`config.mk`:
```
export PLATFORM = sky130hd
export DESIGN_NAME = cache_ram_arb
export DESIGN_NICKNAME = d
export VERILOG_FILES = /design/src/rtl/cache_ram_arb.sv
export SDC_FILE = /design/constraint.sdc
export NUM_CORES = 1
export LEC_CHECK = 0
export CAP_MARGIN = 40
export CORE_AREA = 3 3 208 210
export CTS_CLUSTER_SIZE = 25
export DETAILED_ROUTE_END_ITERATION = 8
export DIE_AREA = 0 0 211 213
export HOLD_SLACK_MARGIN = 0.02
export PLACE_DENSITY = 0.47
export SLEW_MARGIN = 20
export SYNTH_ARGS = -nofsm -noshare
export SYNTH_HDL_FRONTEND = slang
export SYNTH_SLANG_ARGS = --single-unit
```
`constraint.sdc`:
```
create_clock -name clk -period 2.3 [get_ports clk]
set_clock_uncertainty 0.15 [all_clocks]
set_input_delay 0.46 -clock clk [delete_from_list [all_inputs] [get_ports clk]]
set_output_delay 0.46 -clock clk [all_outputs]
set_load 0.02 [all_outputs]
```
`src/rtl/cache_ram_arb.sv`:
```
// Read/refill arbiter for a single-port cache line RAM.
// Define CACHE_INIT_SWEEP_EN to zero every entry after reset.
module cache_ram_arb #(
  parameter int INDEX_W = 6,
  parameter int LINE_W  = 128,
  parameter int ENTRIES = 64
) (
  input  logic               clk,
  input  logic               rstn,
  input  logic               rd_req,
  input  logic [INDEX_W-1:0] rd_index,
  output logic               rd_gnt,
  output logic               rd_rvalid,
  output logic [LINE_W-1:0]  rd_rdata,
  input  logic               wr_req,
  input  logic [INDEX_W-1:0] wr_index,
  input  logic [LINE_W-1:0]  wr_wdata,
  output logic               wr_gnt,
  output logic [INDEX_W-1:0] ram_index,
  output logic               ram_wen,
  output logic [LINE_W-1:0]  ram_wdata,
  input  logic [LINE_W-1:0]  ram_rdata,
  output logic               init_done
);

  if (ENTRIES != (1 << INDEX_W)) begin : g_bad_cfg
    $error("cache_ram_arb: ENTRIES must equal 2**INDEX_W");
  end

  logic               run;
  logic               sweep;
  logic [INDEX_W-1:0] sweep_index;
  logic               last_wr;
  logic [INDEX_W-1:0] last_index;

`ifdef CACHE_INIT_SWEEP_EN
  typedef enum logic {
    INIT,
    RUN
  } state_t;

  state_t             state;
  state_t             state_nxt;
  logic [INDEX_W-1:0] cnt;

  always_ff @(posedge clk or negedge rstn) begin
    if (!rstn) begin
      state <= INIT;
      cnt   <= '0;
    end else begin
      state <= state_nxt;
      if (state == INIT) cnt <= cnt + INDEX_W'(1);
    end
  end

  always_comb begin
    state_nxt = state;
    if (state == INIT && cnt == INDEX_W'(ENTRIES - 1))
      state_nxt = RUN;
  end

  assign run         = (state == RUN);
  assign sweep       = (state == INIT);
  assign sweep_index = cnt;
`else
  assign run         = 1'b1;
  assign sweep       = 1'b0;
  assign sweep_index = '0;
`endif

  assign init_done = run;

  // last_wr=1 means the write side won the most recent grant
  always_comb begin
    rd_gnt    = 1'b0;
    wr_gnt    = 1'b0;
    ram_wen   = 1'b0;
    ram_wdata = '0;
    ram_index = last_index;
    if (rstn) begin
      if (sweep) begin
        ram_wen   = 1'b1;
        ram_index = sweep_index;
      end else if (run) begin
        if (rd_req && (!wr_req || last_wr))
          rd_gnt = 1'b1;
        else if (wr_req)
          wr_gnt = 1'b1;
        if (rd_gnt) begin
          ram_index = rd_index;
        end
        if (wr_gnt) begin
          ram_index = wr_index;
          ram_wen   = 1'b1;
          ram_wdata = wr_wdata;
        end
      end
    end
  end

  always_ff @(posedge clk or negedge rstn) begin
    if (!rstn) begin
      last_wr    <= 1'b1;
      last_index <= '0;
      rd_rvalid  <= 1'b0;
      rd_rdata   <= '0;
    end else begin
      last_index <= ram_index;
      if (rd_gnt || wr_gnt) last_wr <= wr_gnt;
      rd_rvalid <= rd_gnt;
      if (rd_gnt) rd_rdata <= ram_rdata;
    end
  end

endmodule

```
[Yosys cells after proc, flatten, opt, wreduce, memory -nomap -nowiden]
Index checks and enable logic that the tools add are counted.
Storage, ports and cells
  register bits after elaboration: 136
  input bits: 272
  output and inout bits: 267
  word-level logic and storage cells: 22
Cells by class
  mux-type cells: 14
  reduce and logical (&&, ||, !) cells: 4
Operator list (number)
  $mux W128: 2
  $mux W6: 3
  $mux W1: 9
  $logic_or A1 B1 Y1: 2
  $logic_and A1 B1 Y1: 1
  $logic_not A1 Y1: 1

[Longest topological paths before layout]
Gate-level depths: netlist of run 1.
  depth after elaboration: 8
  gate-level depth with buffers: 6
  mapped depth without buffers: 3

[Worst setup path after synthesis of run 1]
OpenSTA, ideal clock, no wires.
  path type: register to output
  start point: reg last_wr
  end point: out ram_index[0]
  arrival: 1407 ps
  data required time: 1690 ps
  setup slack: 283 ps
  cell stages (with the launch flop): 7
  path buffers: 3
  cell sequence: dfstp_2 > inv_2 > a21oi_2 > buf_6 > buf_8 > buf_6 > a221o_1
On the way
  longest elaborated chain between the ends: 7
  elaborated cells between the ends (all ways): 9
  classes of those cells: mux (7); reduce/logical (2)
Ends and longest elaborated chain
  start: declaration: line 33  | logic last_wr;
  start signal: assignment: line 109  | if (rd_gnt || wr_gnt) last_wr <= wr_gnt;
  $logic_or A1 B1 Y1 *: line 85  | if (rd_req && (!wr_req || last_wr))
  $logic_and A1 B1 Y1 *: line 85
  $mux W1: line 85
  $mux W1: line 80  | if (rstn) begin
  $mux W6: line 89  | if (rd_gnt) begin
  $mux W6 *: line 92  | if (wr_gnt) begin
  $mux W6 *: line 80
  end: declaration: line 19  | output logic [INDEX_W-1:0] ram_index,
Every way passes the cells marked *; elsewhere a longest branch is shown, timed or not. The select of a mux whose other input is x is not followed.

[Final worst setup path of run 1]
  start point: reg last_wr
  end point: out ram_wdata[75]
On the way
  longest elaborated chain between the ends: 6
Ends and longest elaborated chain
  $logic_or A1 B1 Y1: line 85
  $logic_and A1 B1 Y1: line 85
  $mux W1: line 85
  $mux W1: line 80
  $mux W128: line 92
  $mux W128: line 80
  end: declaration: line 21  | output logic [LINE_W-1:0] ram_wdata,
No other way between the ends. The select of a mux whose other input is x is not followed.

==> results by group, run 1 <==
STA
  • Slew Limit Fails: 0
  • Period utilization: 1.16
  • Fmax: 0.374 GHz
  • Final setup violation count: 134
  • Final worst setup slack: -371 ps
  • Unrepaired setup endpoints after global routing: true
  • Max-slew headroom: 0.489
  • Hold Vio Cnt, Final: 0
  • Post-layout minimum cycle time: 2670 ps
  • Worst-Margin Slew: 766 ps

GRT
  • First-pass GRT wire length: 45500 microns
  • Largest net degree at the start of global routing: roughly 110
  • GRT Util Overall: 0.142
  • Initial antenna violation count: 12
  • Gr ovfl total: 0
  • Vias in the first global route: between 6000 and 7000

Flow run
  • Max Cap Viol: 0

Placed design
  • Placed Area: about 12000 sq um
  • Dpl cells: 1508
  • Final GP Congestion: around 0.76
  • IO Port Bufs: 537
  • Post-DP HPWL: 24300 microns

CTS
  • CTS root buf: clkbuf_16
  • Later-pin clock latency in the skew report: 430 ps
  • Clock transition at the registers of the reported paths: 60 ps
  • CTS tree: done
  • Maximum root-to-sink buffer count: 2
  • Num CTS Buffers: 17
  • H-tree depth: 4
  • Clock Sinks: 136

Critical path
  • Worst EP required: 1690 ps
  • Worst Setup Start Kind: flip-flop
  • Flop2flop setup slack: 110 ps
  • Buf+Inv Stages, Crit Path: 7
  • Top delay family on crit path: buffers and inverters
  • Data arrival, critical path: 2060 ps
  • Worst path most repeated cell: buf_6
  • Crit. End Element: output port
  • CP cell instances: a21oi_4, buf_8, buf_6, buf_6, buf_12, buf_16, buf_6, and2_4, buf_6
  • R2R cell count: 8
  • Stages on worst setup path: 9
  • Slowest cell delay on critical path: 560 ps
  • Slowest CP cell: dfstp_2
  • Critical path class: reg -> out
  • Crit Path Max Fanout: 4

Layout
  • Area grow syn2layout: 132%
  • Layout fillers: around 4200
  • Post-route cell area: 14300 sq um
  • Final non-filler cell total: between 1500 and 2000
  • Number of nets in the layout: ~1300
  • Share of layout cells above drive strength 1: 0.473

Synthesis
  • Cell count after synthesis: 443
  • Adder-cell area share of the yosys netlist: 0
  • Synth Flop Type: dfrtp_1
  • Synth Area in Compound Gates: 0.0147
  • Commonest cells in the netlist: dfrtp_1 (135), and2_1 (134), mux2_2 (96)
  • Area contributors post-synth: dfrtp_1 (55%), mux2_2 (18%), and2_1 (14%)
  • Most frequent cell after synthesis: dfrtp_1
  • Leading area contributor after synthesis: dfrtp_1
  • Synth Area in Simple Gates: 0.138
  • Largest family of logic cells by synthesized area: multiplexers
  • Synth warnings: 0
  • Post-synth EDFFs: 0
  • Post-synthesis mux area share: 0.253
  • Synth top area share: 0.549
  • Syn avg cell area: 13.9 sq um
  • Cell area after synthesis: around 6000 sq um
  • #FFs+latches synth: 136
  • Sequential share of the synthesized area: 0.554
  • Post-Synth XOR/XNOR Area: 0
  • Synthesized Nets: 715
  • Yosys cell types: 20
  • Share of synthesized registers carrying an async set or reset: 1.00

Die
  • Die area: ~45000 sq um
  • Die Ht: 213 microns
  • DIE WIDTH: about 210 microns
  • Row cnt: 75
  • Initial core utilization: 0.147
  • # IOs: around 540
  • Core area: 41800 sq um

Detailed routing
  • Total number of vias: about 6000
  • Post-route DRC: 0
  • Post-route ant nets: 0
  • 1st-iter DRT viols: 253
  • Drt via density: 3.73
  • WL/cell: 20.8 microns
  • DRT Wirelength: 33500 microns
  • First-pass detailed-route iteration total: 4

Power and ir drop
  • Total power draw: 10.0 mW
  • Maximum VDD drop: 0.384 mV
  • Leakage power: 6.10 nW
  • PwrDens: 701 nW/um^2

Min path
  • Hold path depth: 1
  • HP Class: reg -> reg

Outcome
  • Failing checks: negative setup slack
  • Status: complete, but fails checks
-- worst paths after layout --
kind                                    start             to
worst max-delay path                  last_wr  ram_wdata[75]
worst min-delay path            rd_rdata[118]  rd_rdata[118]
worst max register to register        last_wr   rd_rdata[19]
worst min register to register  rd_rdata[118]  rd_rdata[118]
max in group asynchronous                rstn   rd_rdata[31]
min in group asynchronous                rstn        last_wr
-- flip-flops by register name (all words and copies together) (netlist names) --
| name | flops |
|---|---|
| rd_rdata | 128 |
| rd_rvalid | 1 |
| last_index | 6 |
| last_wr | 1 |
-- placed cells by master, fill, tap and decap left out, types with 2 or more instances in the layout --
master / n
buf_12: 16
diode_2: 7
dlygate4sd2_1: 2
clkinvlp_4: 2
dfrtp_1: 135
buf_2: 4
buf_8: 9
nand2_1: 2
clkinv_4: 2
clkbuf_16: 20
clkinv_2: 4
a221o_1: 6
mux2_4: 30
clkdlybuf4s50_1: 397
bufinv_16: 3
and2_1: 11
dlygate4sd3_1: 2
a21oi_4: 2
buf_16: 8
mux2_2: 96
buf_6: 166
mux2_1: 2
buf_4: 14
and2_4: 123
-- area by class of cell --
cell class                 instances  area (sq um)  area share
timing repair buffer             621          6760       0.474
tap                              539           674      0.0473
multi-input combinational        275          2820       0.197
sequential                       136          3400       0.239
clock inverter                    12           151      0.0106
clock buffer                      19           443      0.0310
inverter                           1          3.75    0.000263
antenna                            7          17.5     0.00123
-- logic make-up (layout without fill, tap and decap cells) --
kind of cell / after synthesis / after routing
mux: 128 / 128
flops: 136 / 136
buf+inv: 32 / 653
simple gates: 136 / 136
other cells: 1 / 8
compound gates: 10 / 10
-- through the flow --
step,util,hold WS (ps),TNS [ps],worst slack [ps]
floorplan,-,14.4,0,283
global placement,0.292,321,-129840,-727
detailed placement,0.292,330,-126540,-726
CTS,0.327,350,-30640,-425
global route,0.342,366,-32970,-448
finish,0.342,347,-22650,-371
-- report_power, final --
group / total [mW] / internal, mW / switching (mW)
registers: 3.17 / 2.91 / 0.261
clock network: 2.84 / 1.72 / 1.12
logic: 3.99 / 2.30 / 1.68
-- routing by layer --
metal  track usage  share of wire  vias up
met2         0.250           0.52      318
li1              -              -     2713
met4        0.0575          0.025        4
met5             0        0.00066        -
met3        0.0624          0.095       39
met1         0.148           0.36     2929
-- timing repair --
action                                  4_1_cts  5_1_grt
pin swaps                                    28       74
buffers inserted                             33       23
gates cloned                                 13        4
hold endpoints to repair                     23        0
hold buffers                                  2        0
endpoints found under the setup margin      165      210
resized for setup                           822      171
-- worst register-to-register path: stages (launching register included) --
cell and delay, ps:
dfstp_2 560, buf_4 110, inv_2 40, a21oi_4 160
buf_12 160, buf_4 130, buf_12 170, buf_16 220
mux2_2 380
No activity file was read; power rests on OpenSTA's default activity.
==> run 2: changes to the inputs <==
- SETUP_SLACK_MARGIN: unset -> 0.4
==> results by group, run 2 (same netlist as run 1, synthesis figures left out) <==
Outcome
  • Status: complete, but fails checks (unchanged)
  • Failing checks: negative setup slack (unchanged)

Critical path
  • Crit path to: ram_index[0] (was ram_wdata[75])
  • Flop2flop setup slack: 110 ps (about the same)
  • Crit. End Element: output port (unchanged)
  • Critical path class: reg -> out (unchanged)
  • Data arrival, critical path: 1870 ps (was 2060 ps)
  • Crit Path Max Fanout: 8 (was 4)
  • R2R cell count: 10 (was 8)
  • R2R Path End: rd_rdata[20] (was rd_rdata[19])
  • Crit path launch: last_wr (unchanged)
  • Worst EP required: 1690 ps (about the same)
  • Critical R2R Launch: last_wr (unchanged)
  • Worst Setup Start Kind: flip-flop (unchanged)

STA
  • Fmax: 0.403 GHz (was 0.374 GHz)
  • Worst-Margin Slew: 673 ps (was 766 ps)
  • Final setup violation count: 134 (unchanged)
  • Period utilization: 1.08 (was 1.16)
  • Final worst setup slack: -183 ps (was -371 ps)
  • Slew Limit Fails: 0 (unchanged)
  • Hold Vio Cnt, Final: 0 (unchanged)
  • Post-layout minimum cycle time: 2480 ps (was 2670 ps)
  • Unrepaired setup endpoints after global routing: true (unchanged)
  • Max-slew headroom: 0.551 (was 0.489)

CTS
  • Num CTS Buffers: 17 (unchanged)
  • CTS root buf: clkbuf_16 (unchanged)
  • Clock transition at the registers of the reported paths: 60 ps (about the same)
  • Later-pin clock latency in the skew report: 430 ps (about the same)
  • CTS tree: done (unchanged)
  • H-tree depth: 4 (unchanged)
  • Clock Sinks: 136 (unchanged)
  • Maximum root-to-sink buffer count: 2 (unchanged)

GRT
  • Initial antenna violation count: 7 (was 12)
  • Gr ovfl total: 0 (unchanged)
  • Vias in the first global route: 6123 (was 6524)
  • First-pass GRT wire length: 40400 microns (was 45500 microns)
  • Largest net degree at the start of global routing: 72 (was 114)
  • GRT Util Overall: 0.123 (was 0.142)

Detailed routing
  • Post-route ant nets: 0 (unchanged)
  • DRT Wirelength: 32900 microns (was 33500 microns)
  • Post-route DRC: 0 (unchanged)
  • Drt via density: 3.68 (was 3.73)
  • 1st-iter DRT viols: 173 (was 253)
  • First-pass detailed-route iteration total: 4 (unchanged)
  • WL/cell: 20.4 microns (was 20.8 microns)
  • Total number of vias: 5942 (was 6003)

Power and ir drop
  • Maximum VDD drop: 0.369 mV (was 0.384 mV)
  • Leakage power: 7.16 nW (was 6.10 nW)
  • PwrDens: 691 nW/um^2 (was 701 nW/um^2)
  • Total power draw: 10.0 mW (about the same)

Die
  • # IOs: 539 (unchanged)
  • DIE WIDTH: 211 microns (unchanged)
  • Row cnt: 75 (unchanged)
  • Die area: 44900 sq um (unchanged)
  • Die Ht: 213 microns (unchanged)
  • Initial core utilization: 0.147 (unchanged)
  • Core area: 41800 sq um (unchanged)

Layout
  • Largest registers: rd_rdata: 128 flops, last_index: 6 flops (unchanged)
  • Area grow syn2layout: 136% (was 132%)
  • Commonest non-fill, non-tap cells in the layout: clkdlybuf4s50_1 (307), dfrtp_1 (135), mux2_4 (98) (was clkdlybuf4s50_1 (397), buf_6 (166), dfrtp_1 (135))
  • Commonest non-fill, non-tap cell in the layout: clkdlybuf4s50_1 (unchanged)
  • Top reg by flops: rd_rdata (unchanged)
  • Share of layout cells above drive strength 1: 0.418 (was 0.473)
  • Max reg flops: 128 (unchanged)
  • Final non-filler cell total: 1614 (was 1610)
  • Number of nets in the layout: 1330 (was 1324)

Flow run
  • Max Cap Viol: 0 (unchanged)

Min path
  • HP Class: reg -> reg (unchanged)
  • Hold path depth: 1 (unchanged)

Placed design
  • Final GP Congestion: 0.738 (was 0.760)
  • IO Port Bufs: 537 (unchanged)
  • Dpl cells: 1506 (was 1508)
  • Post-DP HPWL: 22600 microns (was 24300 microns)
  • Pre-CTS setup slack: -718 ps (was -726 ps)
-- run 2: cell count changes in the layout (fill, tap and decap cells not counted), moves of 40 or more --
| cell | previous run | this run |
|---|---|---|
| buf_2 | 4 | 44 |
| clkdlybuf4s50_1 | 397 | 307 |
| and2_4 | 123 | 59 |
| mux2_4 | 30 | 98 |
| dlymetal6s2s_1 | 0 | 90 |
| and2_1 | 11 | 75 |
| mux2_2 | 96 | 29 |
| buf_6 | 166 | 85 |
-- run 2: final cells by class --
cell class	count	area, sq um
Fill cell	4120	27200
Multi-Input combinational cell	275	2910
Antenna cell	4	10.0
Sequential cell	136	3400
Clock inverter	11	121
Inverter	1	3.75
Clock buffer	21	470
Timing Repair Buffer	627	6930
Tap cell	539	674
-- run 2: worst min-delay path by stage --
| stage | startpoint | endpoint | slack [ps] |
|---|---|---|---|
| global route | rstn | rd_rdata[35] | 350 |
| floorplan | rstn | last_index[0] | 10 |
| CTS | rstn | rd_rdata[35] | 340 |
| finish | rd_rdata[119] | rd_rdata[119] | 330 |
| detailed placement | rstn | rd_rdata[35] | 270 |
| global placement | rstn | rd_rdata[35] | 280 |
-- run 2: metal layers --
| metal | part of all wire | vias to the layer above | track usage |
|---|---|---|---|
| met5 | 0 | - | 0 |
| met2 | 0.52 | 312 | 0.218 |
| li1 | - | 2717 | - |
| met3 | 0.070 | 35 | 0.0416 |
| met1 | 0.39 | 2878 | 0.136 |
| met4 | 0.022 | 0 | 0.0501 |
-- run 2: power breakdown --
| part | internal, mW | switching [mW] | total (mW) |
|---|---|---|---|
| logic | 2.36 | 1.71 | 4.07 |
| registers | 2.91 | 0.270 | 3.18 |
| clock network | 1.68 | 1.11 | 2.79 |
| total | 6.96 | 3.09 | 10.0 |
-- run 2: per-stage QoR --
stage          hold WS [ps]  setup TNS, ps  cell area, sq um   util
2_1_floorplan          14.4              0              6160      -
3_3_place_gp            278        -124770             12200  0.291
3_5_place_dp            273        -124510             12200  0.292
4_1_cts                 341         -25050             12800  0.308
5_1_grt                 352         -28310             14500  0.348
6_report                330         -18480             14500  0.348
-- run 2: what timing repair did --
item                                   in CTS  in global routing
buffers inserted                           12                 23
setup endpoints to repair                 380                442
cloned                                      6                 29
gates resized for setup                   659                284
hold buffers                                2                  0
pin swaps                                   9                  2
endpoints found under the hold margin      26                  0
-- run 2: worst max-delay path: stages, from the launching register on --
cell and delay, ps:
dfstp_2 570, a21oi_4 70, buf_12 150, buf_16 140, a221o_1 350, buf_6 150
==> run 3: changes to the inputs <==
- SKIP_LAST_GASP: unset -> 1
==> results by group, run 3 (same netlist as run 1, synthesis figures left out) <==
Detailed routing
  • DRT Wirelength: 32500 microns (was 32900 microns)
  • Drt via density: 3.66 (was 3.68)
  • Total number of vias: 5913 (was 5942)
  • WL/cell: 20.2 microns (was 20.4 microns)
  • First-pass detailed-route iteration total: 4 (unchanged)
  • Post-route DRC: 0 (unchanged)
  • 1st-iter DRT viols: 189 (was 173)
  • Post-route ant nets: 0 (unchanged)

GRT
  • Largest net degree at the start of global routing: 72 (unchanged)
  • First-pass GRT wire length: 40300 microns (was 40400 microns)
  • Vias in the first global route: 6103 (was 6123)
  • Initial antenna violation count: 8 (was 7)
  • Gr ovfl total: 0 (unchanged)
  • GRT Util Overall: 0.123 (about the same)

STA
  • Worst hold slack: 334 ps (was 330 ps)
  • Period utilization: 1.08 (about the same)
  • Worst-Margin Slew: 666 ps (was 673 ps)
  • Post-layout minimum cycle time: 2490 ps (was 2480 ps)
  • TNS Setup: -19420 ps (was -18480 ps)
  • Hold Vio Cnt, Final: 0 (unchanged)
  • Unrepaired setup endpoints after global routing: true (unchanged)
  • Slew Limit Fails: 0 (unchanged)
  • Final setup violation count: 134 (unchanged)
  • Final worst setup slack: -187 ps (was -183 ps)
  • Max-slew headroom: 0.556 (was 0.551)
  • Fmax: 0.402 GHz (was 0.403 GHz)

Layout
  • Share of layout cells above drive strength 1: 0.411 (was 0.418)
  • Final non-filler cell total: 1614 (unchanged)
  • Commonest non-fill, non-tap cell in the layout: clkdlybuf4s50_1 (unchanged)
  • Number of nets in the layout: 1328 (was 1330)
  • Commonest non-fill, non-tap cells in the layout: clkdlybuf4s50_1 (397), dfrtp_1 (135), and2_1 (81) (was clkdlybuf4s50_1 (307), dfrtp_1 (135), mux2_4 (98))
  • Layout fillers: 4162 (was 4120)
  • Max reg flops: 128 (unchanged)
  • Largest registers: rd_rdata: 128 flops, last_index: 6 flops (unchanged)
  • Fin util: 0.337 (was 0.348)
  • Area grow syn2layout: 129% (was 136%)
  • Top reg by flops: rd_rdata (unchanged)

Die
  • DIE WIDTH: 211 microns (unchanged)
  • Core area: 41800 sq um (unchanged)
  • Die area: 44900 sq um (unchanged)
  • Row cnt: 75 (unchanged)
  • Initial core utilization: 0.147 (unchanged)
  • # IOs: 539 (unchanged)
  • Die Ht: 213 microns (unchanged)

Critical path
  • Worst Setup Start Kind: flip-flop (unchanged)
  • Crit. End Element: output port (unchanged)
  • Crit Path Max Fanout: 8 (unchanged)
  • Data arrival, critical path: 1880 ps (was 1870 ps)
  • Worst EP required: 1690 ps (about the same)
  • Critical path class: reg -> out (unchanged)

Power and ir drop
  • Leakage power: 6.16 nW (was 7.16 nW)
  • Comb pwr share: 0.402 (was 0.405)
  • Sequential Power Share: 0.319 (was 0.317)
  • Sw power: 3.07 mW (was 3.09 mW)
  • Maximum VDD drop: 0.364 mV (was 0.369 mV)
  • Switching Fraction: 0.307 (was 0.308)
  • Internal: 6.93 mW (was 6.96 mW)
  • Clock Power Share: 0.279 (was 0.278)
  • PwrDens: 711 nW/um^2 (was 691 nW/um^2)

CTS
  • Clock Sinks: 136 (unchanged)
  • CTS tree: done (unchanged)
  • Clock transition at the registers of the reported paths: 60 ps (about the same)
  • Num CTS Buffers: 17 (unchanged)
  • H-tree depth: 4 (unchanged)
  • Later-pin clock latency in the skew report: 430 ps (about the same)
  • CTS root buf: clkbuf_16 (unchanged)
  • Maximum root-to-sink buffer count: 2 (unchanged)

Outcome
  • Failing checks: negative setup slack (unchanged)
  • Status: complete, but fails checks (unchanged)

Placed design
  • Post-DP HPWL: 22600 microns (unchanged)
  • Final GP Congestion: 0.738 (unchanged)
  • Pre-CTS setup slack: -718 ps (unchanged)
  • IO Port Bufs: 537 (unchanged)
  • Dpl cells: 1506 (unchanged)

Min path
  • HP Class: reg -> reg (unchanged)

Flow run
  • Max Cap Viol: 0 (unchanged)
## run 3: cell types whose count changed in the layout (fill, tap and decap cells not counted), sizes merged
cell           change
clkdlybuf4s50     +90
buf                -3
dlymetal6s2s      -90
diode              +2
clkbuf             +1
## run 3: worst max-delay path: stages (launching register included)
cell	delay, ps
dfstp_2	570
a21oi_4	70
buf_12	150
buf_16	140
a221o_1	350
buf_6	150
## run 3: worst paths after layout
check	start	end	slack [ps]	depth (start not counted)
max reg2reg	last_wr	rd_rdata[54]	30	11
min in group asynchronous	rstn	rd_rdata[35]	360	3
max in group asynchronous	rstn	last_index[5]	520	4
max	last_wr	ram_index[0]	-190	5
min	rd_rdata[119]	rd_rdata[119]	330	1
min reg2reg	rd_rdata[119]	rd_rdata[119]	330	1
## run 3: power by group through the flow
stage | Sequential (mW) | Clock [mW] | Combinational, mW
after floorplan | 3.82 | 0 | 0.933
after global placement | 3.21 | 0 | 3.57
after detailed placement | 3.23 | 0 | 3.57
after CTS | 3.19 | 2.91 | 3.67
after global routing | 3.26 | 3.01 | 4.22
final | 3.19 | 2.79 | 4.03
## run 3: area by class of cell
| class | instances | area [sq um] | area share |
|---|---|---|---|
| timing repair buffer | 625 | 6590 | 0.469 |
| sequential | 136 | 3400 | 0.242 |
| multi-input combinational | 275 | 2780 | 0.198 |
| tap | 539 | 674 | 0.0480 |
| clock buffer | 21 | 470 | 0.0335 |
| clock inverter | 11 | 121 | 0.00863 |
| antenna | 6 | 15.0 | 0.00107 |
| inverter | 1 | 3.75 | 0.000267 |
## run 3: per-stage QoR
step / instance area (sq um) / total power, mW
floorplan: 6160 / 4.75
global placement: 12200 / 6.79
detailed placement: 12200 / 6.80
CTS: 12800 / 9.77
global route: 14100 / 10.5
finish: 14100 / 10.0
## run 3: repair_timing
| action | in CTS | in global routing |
|---|---|---|
| cloned | 6 | 29 |
| endpoints found under the setup margin | 380 | 442 |
| hold buffers | 2 | 0 |
| pin swaps | 8 | 2 |
| endpoints found under the hold margin | 26 | 0 |
| buffers inserted | 12 | 21 |
| gates resized for setup | 642 | 144 |
## run 3: routing by layer
layer | up-vias | part of all wire | global-route usage
li1 | 2718 | - | -
met1 | 2870 | 0.39 | 0.136
met2 | 300 | 0.53 | 0.217
met3 | 25 | 0.066 | 0.0414
met4 | 0 | 0.018 | 0.0508
met5 | - | 0 | 0
